<file path="src/rtl/pipo_load_arbiter.sv">
// Round-robin arbiter that loads one requester's word into a shared PIPO register,
// then holds it for HOLD_CYCLES cycles before accepting the next request.
module pipo_load_arbiter #(
    parameter int unsigned N           = 4,
    parameter int unsigned W           = 4,
    parameter int unsigned HOLD_CYCLES = 2
) (
    input  logic                   i_clk,
    input  logic                   i_rst,
    input  logic [N-1:0]           i_req,
    input  logic [N*W-1:0]         i_din,
    output logic [N-1:0]           o_gnt,
    output logic                   o_load,
    output logic [W-1:0]           o_dout,
    output logic [$clog2(N)-1:0]   o_owner,
    output logic                   o_busy
);

    localparam int unsigned PW = $clog2(N);
    localparam int unsigned CW = $clog2(HOLD_CYCLES + 1);

    typedef enum logic {
        S_IDLE = 1'b0,
        S_HOLD = 1'b1
    } state_t;

    state_t          r_state;
    logic [PW-1:0]   r_ptr;
    logic [CW-1:0]   r_cnt;
    logic [N-1:0]    r_gnt;
    logic            r_load;
    logic [W-1:0]    r_dout;
    logic [PW-1:0]   r_owner;
    logic            r_busy;

    state_t          w_state_nxt;
    logic [PW-1:0]   w_ptr_nxt;
    logic [CW-1:0]   w_cnt_nxt;
    logic [N-1:0]    w_gnt_nxt;
    logic            w_load_nxt;
    logic [W-1:0]    w_dout_nxt;
    logic [PW-1:0]   w_owner_nxt;
    logic            w_busy_nxt;

    logic            w_found;
    logic [PW-1:0]   w_win;
    int unsigned     w_idx;

    // Winner: first set request bit scanning upward from the pointer, wrapping at N.
    always_comb begin
        w_found = 1'b0;
        w_win   = '0;
        w_idx   = 0;
        for (int unsigned i = 0; i < N; i++) begin
            w_idx = (32'(r_ptr) + i) % N;
            if (!w_found && i_req[w_idx]) begin
                w_found = 1'b1;
                w_win   = PW'(w_idx);
            end
        end
    end

    // State register.
    always_ff @(posedge i_clk) begin
        if (i_rst) begin
            r_state <= S_IDLE;
        end else begin
            r_state <= w_state_nxt;
        end
    end

    // Next state and next registered outputs.
    always_comb begin
        w_state_nxt = r_state;
        w_ptr_nxt   = r_ptr;
        w_cnt_nxt   = r_cnt;
        w_gnt_nxt   = '0;
        w_load_nxt  = 1'b0;
        w_dout_nxt  = r_dout;
        w_owner_nxt = r_owner;
        w_busy_nxt  = 1'b0;

        case (r_state)
            S_IDLE: begin
                if (w_found) begin
                    w_state_nxt = S_HOLD;
                    w_cnt_nxt   = CW'(HOLD_CYCLES - 1);
                    w_ptr_nxt   = (w_win == PW'(N - 1)) ? '0 : w_win + PW'(1);
                    w_gnt_nxt   = N'(1) << w_win;
                    w_load_nxt  = 1'b1;
                    w_dout_nxt  = i_din[32'(w_win)*W +: W];
                    w_owner_nxt = w_win;
                    w_busy_nxt  = 1'b1;
                end
            end
            S_HOLD: begin
                if (r_cnt == '0) begin
                    w_state_nxt = S_IDLE;
                end else begin
                    w_cnt_nxt  = r_cnt - CW'(1);
                    w_busy_nxt = 1'b1;
                end
            end
            default: begin
                w_state_nxt = S_IDLE;
            end
        endcase
    end

    // Datapath and output registers; reset overrides any in-flight hold.
    always_ff @(posedge i_clk) begin
        if (i_rst) begin
            r_ptr   <= '0;
            r_cnt   <= '0;
            r_gnt   <= '0;
            r_load  <= 1'b0;
            r_dout  <= '0;
            r_owner <= '0;
            r_busy  <= 1'b0;
        end else begin
            r_ptr   <= w_ptr_nxt;
            r_cnt   <= w_cnt_nxt;
            r_gnt   <= w_gnt_nxt;
            r_load  <= w_load_nxt;
            r_dout  <= w_dout_nxt;
            r_owner <= w_owner_nxt;
            r_busy  <= w_busy_nxt;
        end
    end

    assign o_gnt   = r_gnt;
    assign o_load  = r_load;
    assign o_dout  = r_dout;
    assign o_owner = r_owner;
    assign o_busy  = r_busy;

endmodule

</file>
<file path="config.mk">
export PLATFORM = sky130hd
export DESIGN_NAME = pipo_load_arbiter
export DESIGN_NICKNAME = d
export VERILOG_FILES = /design/src/rtl/pipo_load_arbiter.sv
export SDC_FILE = /design/constraint.sdc
export NUM_CORES = 1
export LEC_CHECK = 0
export ABC_AREA = 1
export BUFFER_PORTS_ARGS = -buffer_cell sky130_fd_sc_hd__buf_2
export CAP_MARGIN = 20
export CORE_MARGIN = 5
export CORE_UTILIZATION = 44
export DETAILED_ROUTE_END_ITERATION = 8
export PLACE_DENSITY = 0.74
export SLEW_MARGIN = 30
export SYNTH_ARGS = -nofsm -noshare
export SYNTH_HDL_FRONTEND = slang
export SYNTH_SLANG_ARGS = --single-unit
</file>
<file path="constraint.sdc">
create_clock -name i_clk -period 1.55 [get_ports i_clk]
set_input_delay 0.2325 -clock i_clk [delete_from_list [all_inputs] [get_ports i_clk]]
set_output_delay 0.2325 -clock i_clk [all_outputs]
set_load 0.02 [all_outputs]
</file>
After elaboration in Yosys (flattened, before gate mapping). Cells that the tools add are included.

Bits in registers: 16. Bits of input ports: 22.

Add/sub/neg operators: 5. Order comparisons: 4. Eq/ne operators: 3. Shift-type cells: 2. Muxes and demuxes: 23. Bitwise logic cells: 2. Reductions and logical operators: 11.

Operator list (count): 16-bit by 5-bit variable part select with 4-bit output (1); 2-bit 2-to-1 mux (7); 2-bit by 3-bit less-than comparator with 1-bit output (second input constant) (4); 1-bit 2-to-1 mux (10); 1-bit binary-select mux with 2-bit select (4); 2-bit by 1-bit adder with 2-bit output (second input constant) (2); 2-bit adder (second input constant) (2); 2-bit != test (second input constant) (2); 2-bit case mux with 2 select lines (1); 2-bit AND reduction (2); 1-bit by 2-bit left shift with 4-bit output (first input constant) (1); 1-bit logical AND (3); 1-bit zero test (3); 3-bit OR reduction (1); 2-bit == test (second input constant) (1); 2-bit zero test (1); 1-bit inverter (2); 1-bit case mux with 2 select lines (1); 2-bit OR reduction (1); 2-bit by 1-bit subtractor with 2-bit output (second input constant) (1).

Longest topological paths before layout. Gate-level depths: netlist of run 1.

Depth after elaboration: 14. Mapped depth: 15. Gate-level depth less buffers: 14.

Least setup slack after synthesis of run 1. No wires, ideal clock.

Path kind: reg-to-reg. Start point: register r_ptr[0]. End point: register r_dout[0] (netlist: o_dout[0]). Library setup time: 0.117 ns. Arrival time: 1.452 ns. Data required time: 1.433 ns. Slack: -0.019 ns. Cell stages (with the launch flop): 15. Cell sequence: dfxtp_1 > buf_6 > inv_6 > nand2_1 > nand2_2 > nand2_1 > nand2_1 > nand2_1 > nand3_1 > nand3_2 > buf_6 > nand3_1 > nand3_1 > nor2_1 > nor2_1.

Longest elaborated chain between the ends: 13. Elaborated cells on any way between the ends: 27. Those cells by class: add/sub: 3; shift: 1; mux: 16; reduce/logical: 7.

Ends and longest elaborated chain: start, declared (line 28) `logic [PW-1:0] r_ptr;`; start signal, assigned (line 121) `r_ptr <= w_ptr_nxt;`; parallel branches: the longest is 13 deep, another holds 2-bit by 1-bit adder with 2-bit output; end signal, assigned (line 125) `r_dout <= w_dout_nxt;`; end, declared (line 32) `logic [W-1:0] r_dout;`.

Several ways; the timed one is not identified. The select of a mux whose other input is x is not followed. A chain may end at the register's enable or synchronous reset.

Worst setup path in the final report of run 1.
Start point: register r_ptr[0]. End point: register r_ptr[1].

Longest elaborated chain between the ends: 14. Elaborated cells on any way between the ends: 29. Those cells by class: add/sub: 4; eq/ne: 1; mux: 17; reduce/logical: 7.

Ends and longest elaborated chain: parallel branches: the longest is 14 deep, another holds 2-bit by 1-bit adder with 2-bit output.

Several ways; the timed one is not identified. The select of a mux whose other input is x is not followed.

==> results.md, run 1 <==
- The number of instances in the synthesized netlist is 163.
- The reg-to-reg setup timing slack is -0.32 ns.
- Of the total synthesized cell area, the portion taken by full adders, half adders and majority gates is 0.0123.
- 34 I/O pins were placed.
- The routed metal-1 wirelength is 1.52 mm.
- Measured against the total synthesized area, the mux share comes to 0.
- In this run the worst hold path is classified as in -> reg.
- After detailed routing, the met2 layer carries 2.13 mm of wire.
- The global-route usage over all layers is 0.209.
- In the layout the commonest cells are sky130_fd_sc_hd__buf_2 (33), sky130_fd_sc_hd__nand2_2 (23), sky130_fd_sc_hd__nand2_1 (19), sky130_fd_sc_hd__buf_4 (16), sky130_fd_sc_hd__inv_1 (15).
- The core occupancy in the finished layout is 0.797.
- The clock passes through at most 2 buffers.
- The net total in the final layout is 242.
- In this run the top signal layer used is met4.
- The post-route fraction of the period consumed by the critical path is 1.21.
- The worst setup path is of the reg -> reg kind.
- The number of H-tree levels is 1.
- In the post-synthesis netlist, the biggest area contributors are sky130_fd_sc_hd__dfxtp_1 (32%), sky130_fd_sc_hd__nand2_1 (18%), sky130_fd_sc_hd__nand3_1 (11%).
- Tracing the worst setup path back leads to its startpoint at r_ptr[0]$_SDFFE_PP0P_.
- TritonCTS built the clock tree.
- Across the run, the number of max-cap violations was 0.
- The share of synthesized area in the top cell type comes to 0.315.
- The initial DRC count is 70.
- Measured against its own limit, the worst slew margin works out to 0.775.
- The total via count after detailed routing is 1391.
- The weighted congestion reported at the end of routability-driven placement is 0.908.
- The total global routing overflow is 0.
- The data required time of the worst path is 1.73 ns.
- Dividing the synthesized area by the synthesized cell count gives 6.23 um2.
- The unique cell type count in the Yosys netlist is 24.
- After layout, the design draws a total of 4270 uW.
- The startpoint identified for the worst register-to-register timing path is r_ptr[0]$_SDFFE_PP0P_.
- The repair_antennas step left the layout with diodes totalling 0.
- The tree is rooted in a sky130_fd_sc_hd__clkbuf_4.
- The endpoint identified for the worst register-to-register timing path is r_ptr[1]$_SDFFE_PP0P_.
- The cell type with the highest aggregate area in the netlist is sky130_fd_sc_hd__dfxtp_1.
- For this design the static power due to leakage is 0.000917 uW.
- Of the total synthesized cell area, the portion taken by XOR and XNOR cells is 0.
- Relative to the synthesized area, the layout overhead comes to 73.5%.
- The routed design could run at a clock period as short as 1.87 ns.
- The number of global-route vias before repair was 1277.
- For this run, the top clock speed supported by timing is 535 MHz.
- Setup violations remaining at the end of the flow were counted as 16.
- The number of warnings printed during yosys synthesis is 0.
- The detailed placer's ending HPWL is 2.18 mm.
- For this run, design rule violations remaining after detail routing come to 0.
- Setup repair after global routing could not meet its margin everywhere.
- The worst reg-to-reg path cell count is 14.
- The number of max-slew violations in the final report is 0.
- Clock skew on the completed layout was measured at 0.00667 ns.
- The first detailed-routing pass took 4 iterations.
- The compound-gate portion of the synthesized area is 0.0739.
- IR analysis of the VDD net gives a maximum drop of 1.47 mV.
- The via-per-instance ratio is 5.68.
- After floorplanning, the core was divided into 17 placement rows.
- For this design, the sink count on the clock tree is 16.
- The pin count of the biggest net entering global routing is 14.
- The y dimension of the die is 58.1 um.
- In the final layout, the share of cells above drive strength 1 is 0.604.
- The number of clock buffers inserted by TritonCTS is 3.
- The power density over the cells is 2420 nW/um2.
- Data arrives at the worst endpoint at 2.05 ns.
- The combinational family with the most area after synthesis is simple AND/OR/NAND/NOR gates.
- The clock-pin slew of the registers on the worst-case setup and hold paths is 0.09 ns.
- The clock insertion delay at the later pin of the skew report is 0.29 ns.
- The average detailed-routed wire length per instance is 16.9 um.
- Hold timing on the final database bottoms out at a slack of 0.156 ns.
- The overall routed net length is 4.15 mm.
- The detail route stage leaves a number of antenna-violating nets equal to 0.
- The starting density of the core is 0.459.
- The combined area of all synthesized cells is 1020 um2.
- The most frequent standard cell in the layout excluding fill and tap cells is sky130_fd_sc_hd__buf_2.
- The width of the die is 58.1 um.
- The post-route worst setup slack is -0.320 ns.
- The number of input and output port buffers inserted is 33.
- STA classifies the critical path endpoint as a flip-flop.
- The simple-gate share of the synthesized area is 0.478.
- The die area is 3370 um2.
- The worst setup path is launched from a flip-flop.
- The global-route wire length before repair is 5.55 mm.
- For the pin with the worst max-slew slack, the measured transition is 0.337 ns.
- The core region is 2210 um2.
- The initial antenna violation count is 0.
- Counting every net in the synthesized netlist gives 186.
- For this run, the register share of the synthesized area comes to 0.315.
- Of all nets on the critical path, the largest fanout is 9.
- The flow ran to the end, but the final reports show violations.
- Detailed routing placed a total of 352 um of wire on met3.
- The synthesized design contains 16 register bits.
- The checks that failed: setup timing.
- The count of endpoints failing hold in the final timing report was 0.
- The capturing instance or port of the critical path is r_ptr[1]$_SDFFE_PP0P_.
critical path, cell delays in order (launching register included):
cell and delay, ns:
sky130_fd_sc_hd__dfxtp_4 0.38, sky130_fd_sc_hd__buf_12 0.14, sky130_fd_sc_hd__inv_8 0.09, sky130_fd_sc_hd__nand2_1 0.07, sky130_fd_sc_hd__nand2_2 0.10, sky130_fd_sc_hd__nand2_2 0.08, sky130_fd_sc_hd__nand2_4 0.11, sky130_fd_sc_hd__nand4_1 0.16
sky130_fd_sc_hd__nand2_2 0.13, sky130_fd_sc_hd__nor2_4 0.06, sky130_fd_sc_hd__buf_6 0.14, sky130_fd_sc_hd__nand2_2 0.08, sky130_fd_sc_hd__nand3_2 0.06, sky130_fd_sc_hd__o211ai_1 0.10, sky130_fd_sc_hd__inv_1 0.06
kinds of logic after synthesis:
logic type      after synthesis
fa+ha+maj                     1
simple gates                108
buf+inv                      26
compound gates               12
flops                        16
sequential cells by signal, summed over array words and instances (netlist names):
signal and cells:
r_cnt 2, o_owner 2, r_ptr 2, o_load 1, o_dout 4, o_gnt 4, o_busy 1
per-stage QoR:
step | TNS (ns) | instance area, um2 | std cells | setup WS (ns)
after global routing | -5.46 | 1760 | 245 | -0.430
final | -3.81 | 1760 | 245 | -0.320
after detailed placement | -2.93 | 1330 | 236 | -0.265
after global placement | -1.95 | 1330 | 236 | -0.174
after CTS | -2.44 | 1610 | 245 | -0.194
after floorplan | 0 | 1040 | 163 | 0.0000450
worst min path at each step:
| stage | start | end | slack, ns | cells after the start |
|---|---|---|---|---|
| final | i_rst | o_busy$_SDFF_PP0_ | 0.16 | 2 |
| after global routing | i_rst | r_ptr[0]$_SDFFE_PP0P_ | 0.15 | 2 |
| after CTS | i_rst | o_busy$_SDFF_PP0_ | 0.14 | 2 |
| after detailed placement | i_rst | o_busy$_SDFF_PP0_ | 0.46 | 2 |
| after global placement | i_rst | o_busy$_SDFF_PP0_ | 0.45 | 2 |
| after floorplan | i_rst | r_cnt[1]$_SDFFE_PP0P_ | 0.30 | 1 |
Yosys cell counts:
cell type	number
sky130_fd_sc_hd__o21ai_0	4
sky130_fd_sc_hd__buf_4	1
sky130_fd_sc_hd__buf_2	1
sky130_fd_sc_hd__nand3_1	22
sky130_fd_sc_hd__o22ai_1	1
sky130_fd_sc_hd__or2_2	1
sky130_fd_sc_hd__a211oi_1	1
sky130_fd_sc_hd__ha_1	1
sky130_fd_sc_hd__nor2_2	5
sky130_fd_sc_hd__a21boi_2	1
sky130_fd_sc_hd__inv_1	19
sky130_fd_sc_hd__o211ai_1	2
sky130_fd_sc_hd__nor2_1	17
sky130_fd_sc_hd__inv_2	2
sky130_fd_sc_hd__o21ai_1	1
sky130_fd_sc_hd__nand3_2	2
sky130_fd_sc_hd__nor3_1	2
sky130_fd_sc_hd__dfxtp_1	16
sky130_fd_sc_hd__a21oi_1	2
sky130_fd_sc_hd__nand2_1	50
sky130_fd_sc_hd__nand4_1	2
sky130_fd_sc_hd__inv_6	1
sky130_fd_sc_hd__buf_6	2
sky130_fd_sc_hd__nand2_2	7
report_power, final:
group	leakage (uW)	internal [uW]	switching [uW]
sequential	0.000134	565	94.7
combinational	0.000769	1340	2060
clock	0.0000138	90.3	130
total	0.000917	1990	2280
layout make-up:
type / count / area, um2
Tap cell: 28 / 35.0
Timing Repair Buffer: 54 / 367
Multi-Input combinational cell: 122 / 906
Clock buffer: 3 / 22.5
Fill cell: 127 / 449
Sequential cell: 16 / 328
Inverter: 22 / 105
per-layer routing:
layer / vias to the layer above / GRT usage
li1: 632 / -
met1: 649 / 0.242
met2: 90 / 0.382
met3: 20 / 0.0468
met4: 0 / 0.0530
met5: - / 0
timing repair:
action	CTS	global route
gates cloned	2	0
setup buffers	4	0
hold buffers	0	0
gates resized for setup	52	39
setup endpoints to repair	16	16
pin swaps	23	24
Power figures use the tool's default switching activity.
==> run 2: changes to the inputs <==
--- a/config.mk
+++ b/config.mk
@@ -9,9 +9,9 @@
 export BUFFER_PORTS_ARGS = -buffer_cell sky130_fd_sc_hd__buf_2
 export CAP_MARGIN = 20
 export CORE_MARGIN = 5
-export CORE_UTILIZATION = 44
+export CORE_UTILIZATION = 49
 export DETAILED_ROUTE_END_ITERATION = 8
-export PLACE_DENSITY = 0.74
+export PLACE_DENSITY = 0.78
 export SLEW_MARGIN = 30
 export SYNTH_ARGS = -nofsm -noshare
 export SYNTH_HDL_FRONTEND = slang
==> constraint.sdc (replaced) <==
create_clock -name i_clk -period 2.1 [get_ports i_clk]
set_input_delay 0.315 -clock i_clk [delete_from_list [all_inputs] [get_ports i_clk]]
set_output_delay 0.315 -clock i_clk [all_outputs]
set_load 0.02 [all_outputs]
==> run 2 against run 1 <==
Compared with the run above:
- the flow now finishes without violations
- register-to-register slack improved by 0.57 ns
- cell count fell by 8.6%
- sequential power fell by 27%
==> results.md, run 2 (same netlist as run 1, synthesis figures left out) <==
- The run finished with clean final reports.
- The slew at the pin closest to its max-slew limit is 0.271 ns (-0.0662 ns).
- The final-layout setup total negative slack came to 0 ns (+3.81 ns).
- The final non-filler cell total is 224 (-8.6%).
- The number of standard-cell rows in the floorplan is 16 (-1).
- The critical path starts at r_ptr[0]$_SDFFE_PP0P_.
- The clock period minus worst slack came to 1.85 ns (-0.0157 ns).
- The top cell types in the final layout, fill and taps aside, are sky130_fd_sc_hd__nand2_1 (50), sky130_fd_sc_hd__buf_2 (33), sky130_fd_sc_hd__nand3_1 (22), sky130_fd_sc_hd__inv_1 (19), sky130_fd_sc_hd__nor2_1 (17).
- The met3 wire length is 169 um (-52%).
- The proportion of power drawn by combinational gates came to 0.654 (-0.140).
- The area of all sequential standard cells was 323 um2 (-1.5%).
- The number of input and output port buffers inserted came to 33 (unchanged).
- The total via count after detailed routing is 1108 (-20%).
- The global-route usage over all layers is 0.162 (-0.0461).
- The cell sitting at the root of the clock tree is a sky130_fd_sc_hd__clkbuf_4.
- The worst reg-to-reg path cell count was 13 (-1).
- The worst reg2reg path startpoint is r_ptr[0]$_SDFFE_PP0P_.
- The worst clock skew is 0.00356 ns (-0.00311 ns).
- The pin count of the biggest net entering global routing is 14 (unchanged).
- The average detailed-routed wire length per instance is 10.7 um (-37%).
- The highest fanout seen on the critical path is 12 (+3).
- The global-route wire length before repair was 4.20 mm (-24%).
- The worst ir drop on vdd is 0.845 mV (-42%).
- The buffer count from post-CTS setup fixing is 0 (-4).
- The core outline area is 1960 um2 (-11%).
- The power density over the cells came to 1610 nW/um2 (-34%).
- The count of placed standard cells including taps is 220 (-6.8%).
- Signal routing reaches up to met4.
- The area growth from synthesis to layout is 21.4%.
- The number of maximum-capacitance violations came to 0 (unchanged).
- The timing-limited maximum frequency is 539 MHz (+0.85%).
- TritonCTS built the clock tree.
- The via-per-instance ratio is 4.95 (-13%).
- The number of antenna repair diodes is 0 (unchanged).
- The worst slew margin relative to its limit came to 0.819 (+0.0442).
- The net total in the final layout is 221 (-8.7%).
- The fraction of power spent switching nets came to 0.525 (-0.00965).
- The number of routed nets with antenna violations is 0 (unchanged).
- The post-route fraction of the period consumed by the critical path came to 0.883 (-0.324).
- The minimum hold slack came to 0.236 ns (+0.0794 ns).
- The capturing instance or port of the critical path is o_dout[0]$_SDFFE_PP0P_.
- The first-pass detailed-route iteration total is 4 (unchanged).
- The sequential share of power is 0.242 (+0.088).
- The initial antenna violation count came to 0 (unchanged).
- In this run the critical register-to-register path is captured at o_dout[0]$_SDFFE_PP0P_.
- The kind of launch point of the worst setup path is a flip-flop.
- The total global routing overflow is 0 (unchanged).
- The area of combinational cells with multiple inputs is 581 um2 (-36%).
- The worst setup path is captured at a flip-flop.
- The type of the worst setup path is reg -> reg.
- The number of clock buffers inserted by TritonCTS is 3 (unchanged).
- The routed wire length on met2 was 1.20 mm (-44%).
- The overall routed net length was 2.40 mm (-42%).
- The total power came to 1990 uW (-54%).
- The reg-to-reg setup timing slack was 0.25 ns (+0.57 ns).
- The static leakage power is 0.000706 uW (-23%).
- The number of remaining DRC errors came to 0 (unchanged).
- The clock insertion delay at the later pin of the skew report was 0.29 ns (about the same).
- The number of H-tree levels is 1 (unchanged).
- The number of global-route vias before repair was 1005 (-21%).
- The worst setup slack before clock tree synthesis came to 0.0725 ns (+0.338 ns).
- The count of boundary I/O pins is 34 (unchanged).
- The count of clock tree sinks is 16 (unchanged).
- The number of hold buffers added after cts was 0 (unchanged).
- The weighted congestion reported at the end of routability-driven placement is 0.871 (-4.1%).
- The number of max-slew violations in the final report is 0 (unchanged).
- The count of endpoints failing hold in the final timing report is 0 (unchanged).
- The post-cts repair resize count is 0 (-100%).
- The setup violation total in the final timing report was 0 (-16).
- The layout filler cell count is 208 (+64%).
- The data required time of the worst path came to 2.29 ns (+0.56 ns).
- Setup repair after global routing left no endpoint under its margin.
- The initial DRC count is 25 (-64%).
- The cell-internal power came to 944 uW (-53%).
- The net switching component of the power is 1040 uW (-54%).
- The type of the worst min-delay path is in -> reg.
- The width of the die is 55.5 um (-4.3%).
- The post-route worst setup slack came to 0.245 ns (+0.566 ns).
- The most frequent standard cell in the layout excluding fill and tap cells is sky130_fd_sc_hd__nand2_1.
- The share of cells above drive strength 1 is 0.299 (-0.304).
- The clock-pin slew of the registers on the worst-case setup and hold paths is 0.09 ns (about the same).
- The y dimension of the die was 55.5 um (-4.3%).
- The die area was 3080 um2 (-8.5%).
- The starting density of the core is 0.518 (+0.0586).
- The portion of total power attributed to the clock network is 0.104 (+0.052).
- The routed metal-1 wirelength was 1.02 mm (-33%).
- The worst endpoint data arrival time is 2.04 ns (about the same).
- The buffer levels on the longest clock path is 2 (unchanged).
- The detailed placer's ending HPWL is 1.93 mm (-12%).
run 2: worst min path at each step:
stage	start	to	slack [ns]	cells past startpoint
3_3_place_gp	o_owner[0]$_SDFFE_PP0P_	o_owner[0]$_SDFFE_PP0P_	0.47	2
6_report	i_rst	o_busy$_SDFF_PP0_	0.24	2
4_1_cts	i_rst	o_busy$_SDFF_PP0_	0.23	2
5_1_grt	i_rst	o_busy$_SDFF_PP0_	0.23	2
3_5_place_dp	o_owner[0]$_SDFFE_PP0P_	o_owner[0]$_SDFFE_PP0P_	0.49	2
2_1_floorplan	i_rst	r_cnt[1]$_SDFFE_PP0P_	0.39	1
run 2: metal layers:
| metal | global-route usage | vias to the layer above |
|---|---|---|
| met3 | 0.0513 | 2 |
| met4 | 0.0243 | 0 |
| met2 | 0.285 | 38 |
| met5 | 0 | - |
| li1 | - | 581 |
| met1 | 0.196 | 487 |
run 2: through the flow:
| stage | util | cell area (um2) |
|---|---|---|
| after floorplan | - | 1020 |
| after global placement | 0.605 | 1190 |
| after detailed placement | 0.605 | 1190 |
| after CTS | 0.624 | 1220 |
| after global routing | 0.629 | 1230 |
| final | 0.629 | 1230 |
run 2: final cells by class:
cell class                 count  area share
tap                           27      0.0274
sequential                    16       0.262
timing repair buffer          34       0.140
multi-input combinational    121       0.471
clock buffer                   4      0.0294
inverter                      22      0.0710
run 2: power groups by stage:
stage                     clock, uW  sequential [uW]  combinational, uW
after detailed placement          0              484               1270
after floorplan                   0              552                979
after global routing            225              496               1480
after CTS                       212              476               1280
final                           206              480               1300
after global placement            0              479               1250
run 2: critical path, cell delays in order, from the launching register on:
cell and delay [ns]:
sky130_fd_sc_hd__dfxtp_2 0.47, sky130_fd_sc_hd__inv_6 0.08, sky130_fd_sc_hd__nand2_2 0.08, sky130_fd_sc_hd__nand2_2 0.06
sky130_fd_sc_hd__nand2_1 0.07, sky130_fd_sc_hd__nand2_1 0.08, sky130_fd_sc_hd__nor2_2 0.15, sky130_fd_sc_hd__nand3_2 0.15
sky130_fd_sc_hd__nand3_4 0.20, sky130_fd_sc_hd__nor2_2 0.08, sky130_fd_sc_hd__nand2_1 0.08, sky130_fd_sc_hd__nand2_1 0.05
sky130_fd_sc_hd__nor2_1 0.15, sky130_fd_sc_hd__nor2_1 0.05
